**config.mk**
```make
export PLATFORM = sky130hd
export DESIGN_NAME = register_writeback_queue
export DESIGN_NICKNAME = d
export VERILOG_FILES = /design/src/rtl/writeback_pkg.sv /design/src/rtl/writeback_fifo_storage.sv /design/src/rtl/register_writeback_queue.sv
export SDC_FILE = /design/constraint.sdc
export NUM_CORES = 1
export LEC_CHECK = 0
export BUFFER_PORTS_ARGS = -buffer_cell sky130_fd_sc_hd__buf_2
export CAP_MARGIN = 20
export CORE_ASPECT_RATIO = 1.5
export CORE_UTILIZATION = 40
export CTS_CLUSTER_SIZE = 24
export DETAILED_ROUTE_END_ITERATION = 7
export PLACE_DENSITY_LB_ADDON = 0.08
export SETUP_SLACK_MARGIN = 0.4
export SYNTH_ARGS = -nofsm -noshare
export SYNTH_HDL_FRONTEND = slang
export SYNTH_SLANG_ARGS = --single-unit
export TNS_END_PERCENT = 100
```
**constraint.sdc**
```tcl
create_clock -name clk -period 6.2 [get_ports clk]
set_input_delay 1.24 -clock clk [delete_from_list [all_inputs] [get_ports clk]]
set_output_delay 1.24 -clock clk [all_outputs]
set_load 0.01 [all_outputs]
```
**src/rtl/writeback_pkg.sv**
```systemverilog
// Shared types and sizing helpers for the register-file writeback queue.
package writeback_pkg;

   localparam int unsigned WB_DATA_WIDTH    = 32;
   localparam int unsigned WB_ADDRESS_WIDTH = 5;

   typedef struct packed {
      logic [WB_ADDRESS_WIDTH-1:0] address;
      logic [WB_DATA_WIDTH-1:0]    data;
   } writeback_entry_t;

   // Count must represent 0..DEPTH inclusive.
   function automatic int unsigned count_width(input int unsigned depth);
      return $clog2(depth) + 1;
   endfunction

endpackage

```
**src/rtl/writeback_fifo_storage.sv**
```systemverilog
// Entry array for the writeback queue: two write ports (distinct slots per cycle)
// and one asynchronous read port for the head entry. No reset on storage.
module writeback_fifo_storage
   import writeback_pkg::*;
#(
   parameter int unsigned DEPTH   = 4,
   parameter type         entry_t = writeback_entry_t,
   localparam int unsigned PW     = $clog2(DEPTH)
) (
   input  logic          clk,
   input  logic          write_a,
   input  logic [PW-1:0] index_a,
   input  entry_t        entry_a,
   input  logic          write_b,
   input  logic [PW-1:0] index_b,
   input  entry_t        entry_b,
   input  logic [PW-1:0] read_index,
   output entry_t        read_entry
);

   entry_t storage [DEPTH];

   always_ff @(posedge clk) begin
      if (write_a) storage[index_a] <= entry_a;
      if (write_b) storage[index_b] <= entry_b;
   end

   assign read_entry = storage[read_index];

endmodule

```
**src/rtl/register_writeback_queue.sv**
```systemverilog
// Serialises ALU and load results onto the register file's single write port
// through a small in-order FIFO with valid/ready back-pressure.
module register_writeback_queue
   import writeback_pkg::*;
#(
   parameter int unsigned DATA_WIDTH    = WB_DATA_WIDTH,
   parameter int unsigned ADDRESS_WIDTH = WB_ADDRESS_WIDTH,
   parameter int unsigned DEPTH         = 4
) (
   input  logic                          clk,
   input  logic                          reset_n,
   input  logic                          alu_valid,
   output logic                          alu_ready,
   input  logic [ADDRESS_WIDTH-1:0]      alu_address,
   input  logic [DATA_WIDTH-1:0]         alu_data,
   input  logic                          memory_valid,
   output logic                          memory_ready,
   input  logic [ADDRESS_WIDTH-1:0]      memory_address,
   input  logic [DATA_WIDTH-1:0]         memory_data,
   output logic                          write_enable,
   output logic [ADDRESS_WIDTH-1:0]      address_1,
   output logic [DATA_WIDTH-1:0]         write_data,
   output logic [count_width(DEPTH)-1:0] occupancy,
   output logic                          empty
);

   localparam int unsigned PW = $clog2(DEPTH);
   localparam int unsigned CW = count_width(DEPTH);
   localparam logic [CW-1:0] ALU_LIMIT    = CW'(DEPTH - 1);
   localparam logic [CW-1:0] MEMORY_LIMIT = CW'(DEPTH - 2);

   typedef struct packed {
      logic [ADDRESS_WIDTH-1:0] address;
      logic [DATA_WIDTH-1:0]    data;
   } queue_entry_t;

   logic [CW-1:0] count;
   logic [PW-1:0] read_ptr;
   logic [PW-1:0] write_ptr;
   logic          alu_take;
   logic          memory_take;
   logic          pop;
   logic [PW-1:0] memory_index;
   queue_entry_t  alu_entry;
   queue_entry_t  memory_entry;
   queue_entry_t  head_entry;

   // Readiness looks only at the registered count so a valid never feeds back into ready;
   // the memory limit leaves room for both producers to land in the same cycle.
   assign alu_ready    = (count <= ALU_LIMIT);
   assign memory_ready = (count <= MEMORY_LIMIT);
   assign alu_take     = alu_valid && alu_ready;
   assign memory_take  = memory_valid && memory_ready;
   assign pop          = (count != '0);

   assign memory_index = alu_take ? write_ptr + PW'(1) : write_ptr;
   assign alu_entry    = '{address: alu_address, data: alu_data};
   assign memory_entry = '{address: memory_address, data: memory_data};

   writeback_fifo_storage #(
      .DEPTH   (DEPTH),
      .entry_t (queue_entry_t)
   ) u_storage (
      .clk        (clk),
      .write_a    (alu_take),
      .index_a    (write_ptr),
      .entry_a    (alu_entry),
      .write_b    (memory_take),
      .index_b    (memory_index),
      .entry_b    (memory_entry),
      .read_index (read_ptr),
      .read_entry (head_entry)
   );

   always_ff @(posedge clk or negedge reset_n) begin
      if (!reset_n) begin
         count     <= '0;
         read_ptr  <= '0;
         write_ptr <= '0;
      end else begin
         count     <= count + CW'(alu_take) + CW'(memory_take) - CW'(pop);
         read_ptr  <= read_ptr + PW'(pop);
         write_ptr <= write_ptr + PW'(alu_take) + PW'(memory_take);
      end
   end

   assign write_enable = pop;
   assign address_1    = pop ? head_entry.address : '0;
   assign write_data   = pop ? head_entry.data : '0;
   assign occupancy    = count;
   assign empty        = (count == '0);

endmodule

```
==> results of run 1 <==
routing by layer:
| layer | GRT usage | vias to the layer above | share of wire | wire length [µm] |
|---|---|---|---|---|
| met1 | 0.2117 | 2375 | 0.40 | 7481 |
| met4 | 0.06171 | 0 | 0.014 | 260 |
| li1 | - | 2088 | - | - |
| met3 | 0.04113 | 20 | 0.033 | 622 |
| met5 | 0 | - | 0 | 0 |
| met2 | 0.3514 | 98 | 0.55 | 10360 |
metrics by stage:
| stage | utilization | power (W) | area [µm²] |
|---|---|---|---|
| final | 0.4886 | 0.004545 | 9743 |
| after global placement | 0.4552 | 0.003509 | 9077 |
| after global routing | 0.4886 | 0.004800 | 9743 |
| after detailed placement | 0.4566 | 0.003549 | 9105 |
| after CTS | 0.4862 | 0.004595 | 9696 |
| after floorplan | - | 0.002913 | 8205 |
cell usage after synthesis:
master    count  area [µm²]
inv_4         1       6.260
mux2_1       16       180.2
or2_2         1       6.260
nor2_1        2       7.510
nor3b_2       1       12.51
xor2_1        2       17.52
mux2_2      102        1149
inv_1        10       37.54
buf_6         9       101.4
nand3_1       4       20.02
nand2_1       2       7.510
mux2_4       30       450.4
o21a_4        1       15.01
and2_1        1       6.260
o211ai_2      4       50.05
clkbuf_1      8       30.03
and3b_4       1       12.51
dfrtp_1       7       175.2
fa_1          3       60.06
buf_2         5       25.02
nor2b_1      40       250.2
xnor2_1       1       8.760
mux4_2       37       833.3
edfxtp_1    148        4444
nand2b_1      1       6.260
o32ai_1       4       35.03
a21oi_4       4       65.06
ha_1          8       100.1
nor3_1        1       5.000
buf_12        3       60.06
a21oi_1       4       20.02
nand3b_1      1       7.510
state kept, by name, summed over array words and instances, names as in the netlist:
signal and cells:
occupancy 3, read_ptr 2, u_storage.storage 148, write_ptr 2
path summary, 6_finish.rpt:
path                              start                 endpoint  slack, ns  cells after the start
setup / recovery            read_ptr[0]           write_data[16]       2.31                      4
hold / removal                  reset_n              read_ptr[0]       0.64                      1
setup reg to reg           occupancy[2]  u_storage.storage[1][6]       2.76                      7
hold reg to reg            occupancy[1]             occupancy[1]       0.78                      2
max in group asynchronous       reset_n              read_ptr[1]       5.38                      1
min in group clk           occupancy[1]             occupancy[1]       0.78                      2
layout make-up:
cell class / instances / area share
flip-flops and latches: 155 / 0.4744
clock buffers: 18 / 0.04405
multi-input cells: 271 / 0.3496
clock inverters: 14 / 0.01657
repair buffers: 134 / 0.07757
well taps: 260 / 0.03339
inverters: 11 / 0.004495
report_power, final:
part | internal, W | switching (W)
registers | 0.00151 | 0.000159
clock network | 0.000601 | 0.000440
logic | 0.000881 | 0.000953
cells by family after synthesis:
| logic type | count (synthesis) |
|---|---|
| mux | 185 |
| flops | 155 |
| simple gates | 55 |
| buf+inv | 36 |
| compound gates | 17 |
| fa+ha+maj | 11 |
| xor+xnor | 3 |
worst max-delay path: stages (launching register included):
cell	delay [ns]
dfrtp_2	0.74
buf_4	0.55
mux4_2	0.61
nor2b_1	0.16
buf_2	0.15
==> flow_summary.toml, run 1 <==
[layout]
fin_cells = 863
nFillCells = 1754
multi_input_area_um2 = 3406
regArea_um2 = 4622
final_nets = 679
drive_gt1_frac = 0.5871
synthToLayoutAreaGrowth_pct = 18.74
layout_common_cells = "edfxtp_1, buf_2, mux2_2, nor2b_1, mux4_2"
antenna_cells = 0
layout_commonest_cell = "edfxtp_1"

[floorplanning]
die_height_um = 177.4
start_util = 0.4114
core_um2 = 19940
num_rows = 63
die_area_um2 = 21100
ios = 122
die_w_um = 118.9

[run_status]
status = "finished, final reports clean"

[grt]
grt_pass1_vias = 5023
grt_max_degree = 39
grt_util_all_layers = 0.1886
grt_pass1_wl_mm = 28.98
grt-ovfl-total = 0
antenna_found_initial = 0

[yosys]
syn_nets = 551
synth_seq_cells = 155
synth_top_family_by_area = "multiplexers"
synth_simple_gate_area_share = 0.04163
synth_compound_area_frac = 0.02257
synth.distinct_cells = 32
yosys.area_share.adder = 0.01952
yosys_warnings = 0
syn_area_um2 = 8205
synthMuxAreaShare = 0.3184
synthCells = 462
syn_area_per_cell_um2 = 17.76
synth-xor-area-share = 0.003202
synth-seq-area-share = 0.5630

[detailed_routing]
drt_iter0_drc = 226
wl_mm = 18.73
drc = 0
postRouteAntennaNets = 0
dr.pass1.iters = 4
wl_per_cell_um = 21.70
vias = 4581
viasPerCell = 5.308

[pwr]
power.leakage_nw = 3.469
p_per_area_nw_per_um2 = 466.5
peakVddDrop_mv = 0.2355

[worst_setup_path]
worstSetupPathType = "reg -> out"
critical_path_arrival_ns = 2.65
critPathCaptureType = "output port"
critical_path.startpoint_type = "flip-flop"
required_ns = 4.96
path_max_fanout = 23

[cts]
cts_buffer_depth = 2
clkSinkCount = 155
cts.htree.levels = 4
cts-root-buf = "clkbuf_16"
cts_hold_buf = 0
cts_tree = "done"
clk_pin_slew_worst_paths_ns = 0.06
cts_setup_buffers = 0
clock_latency_ns = 0.42
cts_inserted_buffers = 17
post_cts_resized = 0

[sta]
drv_slew = 0
rsz0062_at_grt = "no"
fin_crit_ns = 3.894
fmax_mhz = 256.8
worst_slew_pin_slew_ns = 1.082
tns_ns = 0
hold_violations = 0
skew_ns = 0.007145
finalCritPeriodShare = 0.6280
finalSetupViolCount = 0
setup_ws_ns = 2.306
hold_ws_ns = 0.6439
slew_headroom = 0.2790

[flow_run]
max_cap_viol_count = 0

[place]
port_buffers = 121
pre_cts_ws_ns = 2.025
dp_hpwl_mm = 11.76
place_congestion = 0.7524
placedCellCount = 829

[hold_path]
hold_class = "in -> async"
Note: power is estimated with default switching activity, not from simulation.
==> run 2, diff against run 1 <==
- ABC_AREA: default -> 1
- clock period: 6.2 -> 3.6 ns (I/O delays scaled with it)
==> run 2 against run 1 <==
  * Via count grew 66%
  * First-iteration DRC count grew to 2.6 times the previous value
  * Largest power group unchanged
  * Hold slack lost 0.52 ns
  * Sequential power grew 65%
  * Die area grew 7.3%
==> flow_summary.toml, run 2 <==
[run_status]
status = "finished, final reports clean"

[sta]
drv_slew = 0
rsz0062_at_grt = "no"
tns_ns = 0
fmax_mhz = 353.5
worst_slew_pin_slew_ns = 0.8978
hold_ws_ns = 0.1229
hold_violations = 0
finalCritPeriodShare = 0.7857
fin_crit_ns = 2.829
skew_ns = 0.006559
slew_headroom = 0.4014
finalSetupViolCount = 0

[worst_setup_path]
required_ns = 2.88
critPathCaptureType = "output port"
worstSetupPathType = "reg -> out"
setup.worst_path.start = "read_ptr[0]"
regToRegSetupSlack_ns = 1.14
critical_path_arrival_ns = 2.11
slowest_stage = "inv_2"
critical_path.startpoint_type = "flip-flop"
cp_top_family = "buffers and inverters"
slowest_delay_ns = 0.50
reg2regPathDepth = 9
path_max_fanout = 39
crit_path_cell_trace = "inv_2 > buf_4 > o21ai_0 > a21oi_1 > buf_2"
r2r-start = "occupancy[2]"
timing.rr.end = "u_storage.storage[1][11]"
crit_buf_inv = 3

[yosys]
yosys_warnings = 0
synth_edf_count = 148
syn_area_um2 = 8815
synthCells = 1010
synth_common_cells = "nand2_1, nand4_1, edfxtp_1, nor2_1, o21ai_0"
synth-seq-area-share = 0.5241
synth_seq_cells = 155
syn_nets = 1099
syn_area_per_cell_um2 = 8.727
synth.distinct_cells = 25
post-synth-top-count-cell = "nand2_1"
synth.largest_area_cell = "edfxtp_1"
synth_top_area_share = 0.5042
synth-async-reset-ratio = 0.04516
synthTopCellsByArea = "edfxtp_1, nand2_1, nand4_1"
synthFlopType = "edfxtp_1"

[pwr]
internal_power_w = 0.004878
peakVddDrop_mv = 0.5203
seqPwrFrac = 0.304
power.leakage_nw = 4.214
p_sw_w = 0.004168
swShare = 0.4607
pwr-share-clk = 0.200
p_comb_frac = 0.496
p_per_area_nw_per_um2 = 904.6

[place]
dp_hpwl_mm = 14.58
place_congestion = 0.7591
placedCellCount = 1336
port_buffers = 121

[floorplanning]
start_util = 0.4074
num_rows = 66
die_area_um2 = 22650
core_um2 = 21640
die_height_um = 183.8
ios = 122
die_w_um = 123.2

[grt]
grt_pass1_vias = 7451
grt_pass1_wl_mm = 41.52
antenna_found_initial = 2
grt_util_all_layers = 0.2461
grt_max_degree = 76
grt-ovfl-total = 0

[detailed_routing]
wl_mm = 26.39
wl_per_cell_um = 19.28
drt_iter0_drc = 582
vias = 7588
dr.pass1.iters = 5
drc = 0
postRouteAntennaNets = 0
viasPerCell = 5.543

[cts]
cts-root-buf = "clkbuf_16"
cts_tree = "done"
cts.htree.levels = 4
cts_setup_buffers = 0
clock_latency_ns = 0.42
cts_inserted_buffers = 17
clk_pin_slew_worst_paths_ns = 0.07
clkSinkCount = 155
cts_buffer_depth = 2

[layout]
final_nets = 1172
largest_reg_flops = 148
fin_cells = 1369
regMostFlops = "u_storage.storage"
drive_gt1_frac = 0.1825
layout_common_cells = "nand2_1, nand4_1, nor2_1, edfxtp_1, buf_2"
synthToLayoutAreaGrowth_pct = 13.44
final_util = 0.4622
layout_commonest_cell = "nand2_1"

[hold_path]
hold_class = "in -> async"

[flow_run]
max_cap_viol_count = 0
[run 2: changes by cell type after synthesis, sizes merged, moves of 6 or more]
cell and delta:
nor2b -40, buf +61, clkbuf +6, o21ai +74, nand2 +311, nand4 +152
mux4 -37, mux2 -148, nor2 +146, a21oi +29
[run 2: through the flow]
stage	worst slack (ns)	area, µm²	total power [W]
floorplan	0.9064	8815	0.005927
global placement	1.045	9405	0.007286
detailed placement	1.050	9405	0.007307
CTS	0.5871	9993	0.009118
global route	0.5827	9997	0.009679
finish	0.7713	10000	0.009045
[run 2: layout make-up]
type | instances | area (µm²)
clock buffers | 18 | 429.2
flip-flops and latches | 155 | 4622
diodes | 1 | 2.502
fillers | 2131 | 11640
inverters | 15 | 56.30
clock inverters | 14 | 158.9
multi-input cells | 748 | 3543
repair buffers | 146 | 847.1
well taps | 272 | 340.3
[run 2: kinds of logic after synthesis]
kind of cell	Yosys count	share of synthesized area
AND/OR/NAND/NOR	621	0.3133
flip-flops	155	0.5241
AO/OA/AOI/OAI	113	0.06459
buffers and inverters	107	0.07693
adder cells (fa/ha/maj)	11	0.01817
XOR/XNOR	3	0.002981
[run 2: worst max path at each step]
stage | to | cells past startpoint
3_5_place_dp | write_data[26] | 6
6_report | write_data[22] | 5
4_1_cts | write_data[26] | 6
3_3_place_gp | write_data[26] | 6
5_1_grt | write_data[27] | 5
2_1_floorplan | u_storage.storage[2][0] | 10
[run 2: timing repair]
action / in CTS / in global routing
setup endpoints to repair: 0 / 1
endpoints found under the hold margin: 0 / 0
hold buffers: 0 / 0
resized for setup: 0 / 1
[run 2: power groups by stage]
| stage | Combinational [W] | Sequential (W) | Clock [W] |
|---|---|---|---|
| 3_5_place_dp | 0.00451 | 0.00279 | 0 |
| 3_3_place_gp | 0.00449 | 0.00279 | 0 |
| 4_1_cts | 0.00453 | 0.00276 | 0.00183 |
| 5_1_grt | 0.00499 | 0.00280 | 0.00189 |
| 2_1_floorplan | 0.00315 | 0.00278 | 0 |
| 6_report | 0.00449 | 0.00275 | 0.00181 |
[run 2: per-layer routing]
metal,vias to the layer above,share of wire,global-route usage
met5,-,0.00045,0
met4,2,0.028,0.1084
met3,47,0.051,0.03474
met2,255,0.51,0.4261
met1,3603,0.41,0.3000
li1,3681,-,-
==> run 3, diff against run 2 <==
- ABC_AREA: 1 -> 0
- clock period: 3.6 -> 2.3 ns (I/O delays scaled with it)
==> run 3 against run 2 <==
  * The flow now finishes with violations (negative setup slack)
  * Clock skew grew 0.0036 ns
  * Die area shrank 6.8%
  * Sequential cell count unchanged
  * Non-clock buffer count rose by 131
  * Combinational power increased by 120%
  * Worst setup slack got worse by 0.87 ns
  * Final cell count is 27% lower
  * Register-to-register slack got worse by 1.2 ns
  * Critical endpoint is now write_data[5]
  * Largest power group unchanged
==> flow_summary.toml, run 3 (same netlist as run 1, synthesis figures left out) <==
[run_status]
status = "complete, but fails checks"
violations = "negative setup slack"

[detailed_routing]
wl_mm = 26.78
viasPerCell = 5.383
wl_per_cell_um = 26.62
postRouteAntennaNets = 0
drt_iter0_drc = 351
dr.pass1.iters = 4
vias = 5415
drc = 0

[cts]
clkSinkCount = 155
clk_pin_slew_worst_paths_ns = 0.07
cts_inserted_buffers = 17
cts-root-buf = "clkbuf_16"
cts_tree = "done"
clock_latency_ns = 0.43
cts_buffer_depth = 2
cts.htree.levels = 4

[worst_setup_path]
slowest_stage = "mux4_2"
worstSetupPathType = "reg -> out"
critical_path_arrival_ns = 1.94
required_ns = 1.84
critPathCaptureType = "output port"
cp_top_family = "multiplexers"
path_max_fanout = 5
crit_buf_inv = 3
critical_path.startpoint_type = "flip-flop"
slowest_delay_ns = 0.50
crit_path_cell_trace = "buf_4 > clkbuf_16 > mux4_2 > nor2b_1 > buf_2"

[pwr]
power.leakage_nw = 5.074
peakVddDrop_mv = 0.6361
p_per_area_nw_per_um2 = 1296

[grt]
grt_pass1_wl_mm = 38.46
grt-ovfl-total = 0
grt_max_degree = 39
antenna_found_initial = 1
grt_util_all_layers = 0.2603
grt_pass1_vias = 5920

[layout]
drive_gt1_frac = 0.7275
regArea_um2 = 4626
layout_common_cells = "mux2_4, edfxtp_1, buf_2, buf_6, buf_16"
fin_cells = 1006
regMostFlops = "u_storage.storage"
nFillCells = 1361
largest_reg_flops = 148
final_nets = 822
synthToLayoutAreaGrowth_pct = 58.81
multi_input_area_um2 = 4043
stdcell_area_um2 = 13030

[sta]
setup_ws_ns = -0.1028
fin_crit_ns = 2.403
finalSetupViolCount = 119
worst_slew_pin_slew_ns = 0.3308
skew_ns = 0.01018
fmax_mhz = 416.2
finalCritPeriodShare = 1.045
hold_violations = 0
hold_ws_ns = 0.3691
rsz0062_at_grt = "yes"
drv_slew = 0
slew_headroom = 0.7794

[hold_path]
hold_class = "in -> reg"

[place]
placedCellCount = 845
port_buffers = 121
place_congestion = 0.7463
dp_hpwl_mm = 12.07
placed_cell_area_um2 = 9455
pre_cts_ws_ns = 0.07901

[floorplanning]
die_height_um = 177.4
ios = 122
core_um2 = 19940
die_w_um = 118.9
die_area_um2 = 21100
num_rows = 63
start_util = 0.4114

[flow_run]
max_cap_viol_count = 0
run 3: cell count changes in the layout (fill, tap and decap cells not counted), moves of 53 or more:
cell / change
nor2_1: -148
buf_6: +53
nand2_1: -305
mux2_4: +148
nand4_1: -152
o21ai_0: -73
run 3: timing repair:
| action | in CTS | in global routing |
|---|---|---|
| hold endpoints to repair | 7 | 0 |
| hold buffers | 1 | 0 |
| setup endpoints to repair | 341 | 342 |
| gates resized for setup | 211 | 70 |
| gates cloned | 39 | 5 |
| buffers inserted | 73 | 11 |
| pin swaps | 17 | 11 |
run 3: path summary, 6_finish.rpt:
kind | start | end | slack, ns | cells after the start
max reg2reg | occupancy[2] | u_storage.storage[0][36] | -0.08 | 11
max | read_ptr[0] | write_data[5] | -0.10 | 5
min | alu_data[23] | u_storage.storage[0][23] | 0.37 | 2
max in group asynchronous | reset_n | occupancy[0] | 1.69 | 2
min reg2reg | write_ptr[1] | write_ptr[1] | 0.70 | 2
min in group asynchronous | reset_n | read_ptr[1] | 0.41 | 2
run 3: metal layers:
| layer | part of all wire | vias to the layer above | GRT usage |
|---|---|---|---|
| met1 | 0.36 | 2824 | 0.2782 |
| met4 | 0.044 | 0 | 0.1203 |
| li1 | - | 2385 | - |
| met3 | 0.034 | 53 | 0.03952 |
| met2 | 0.56 | 153 | 0.4981 |
| met5 | 0 | - | 0 |
run 3: power breakdown:
group / leakage [nW] / switching [W] / internal, W
combinational: 3.37 / 0.00429 / 0.00554
clock: 0.272 / 0.00125 / 0.00151
sequential: 1.43 / 0.000234 / 0.00407
run 3: cell type report:
| type | count | area share |
|---|---|---|
| tap | 260 | 0.02496 |
| timing repair buffer | 277 | 0.2619 |
| antenna | 1 | 0.0001920 |
| clock inverter | 14 | 0.01075 |
| inverter | 11 | 0.004321 |
| clock buffer | 17 | 0.03265 |
| multi-input combinational | 271 | 0.3102 |
| sequential | 155 | 0.3550 |
run 3: worst reg2reg max path, cell delays in order, from the launching register on:
cell and delay, ns:
dfrtp_2 0.43, buf_6 0.13, nor3b_4 0.20, o21a_4 0.19, buf_6 0.11, buf_12 0.12, nand2_8 0.08, buf_12 0.13
o32ai_4 0.24, buf_6 0.20, buf_6 0.12, buf_12 0.12
run 3: through the flow:
stage	utilization	TNS, ns	total power (W)
finish	0.6534	-5.350	0.01689
global route	0.6533	-15.21	0.01752
CTS	0.6284	-3.969	0.01621
detailed placement	0.4741	0	0.01009
global placement	0.4741	0	0.01002
floorplan	-	-63.91	0.007977
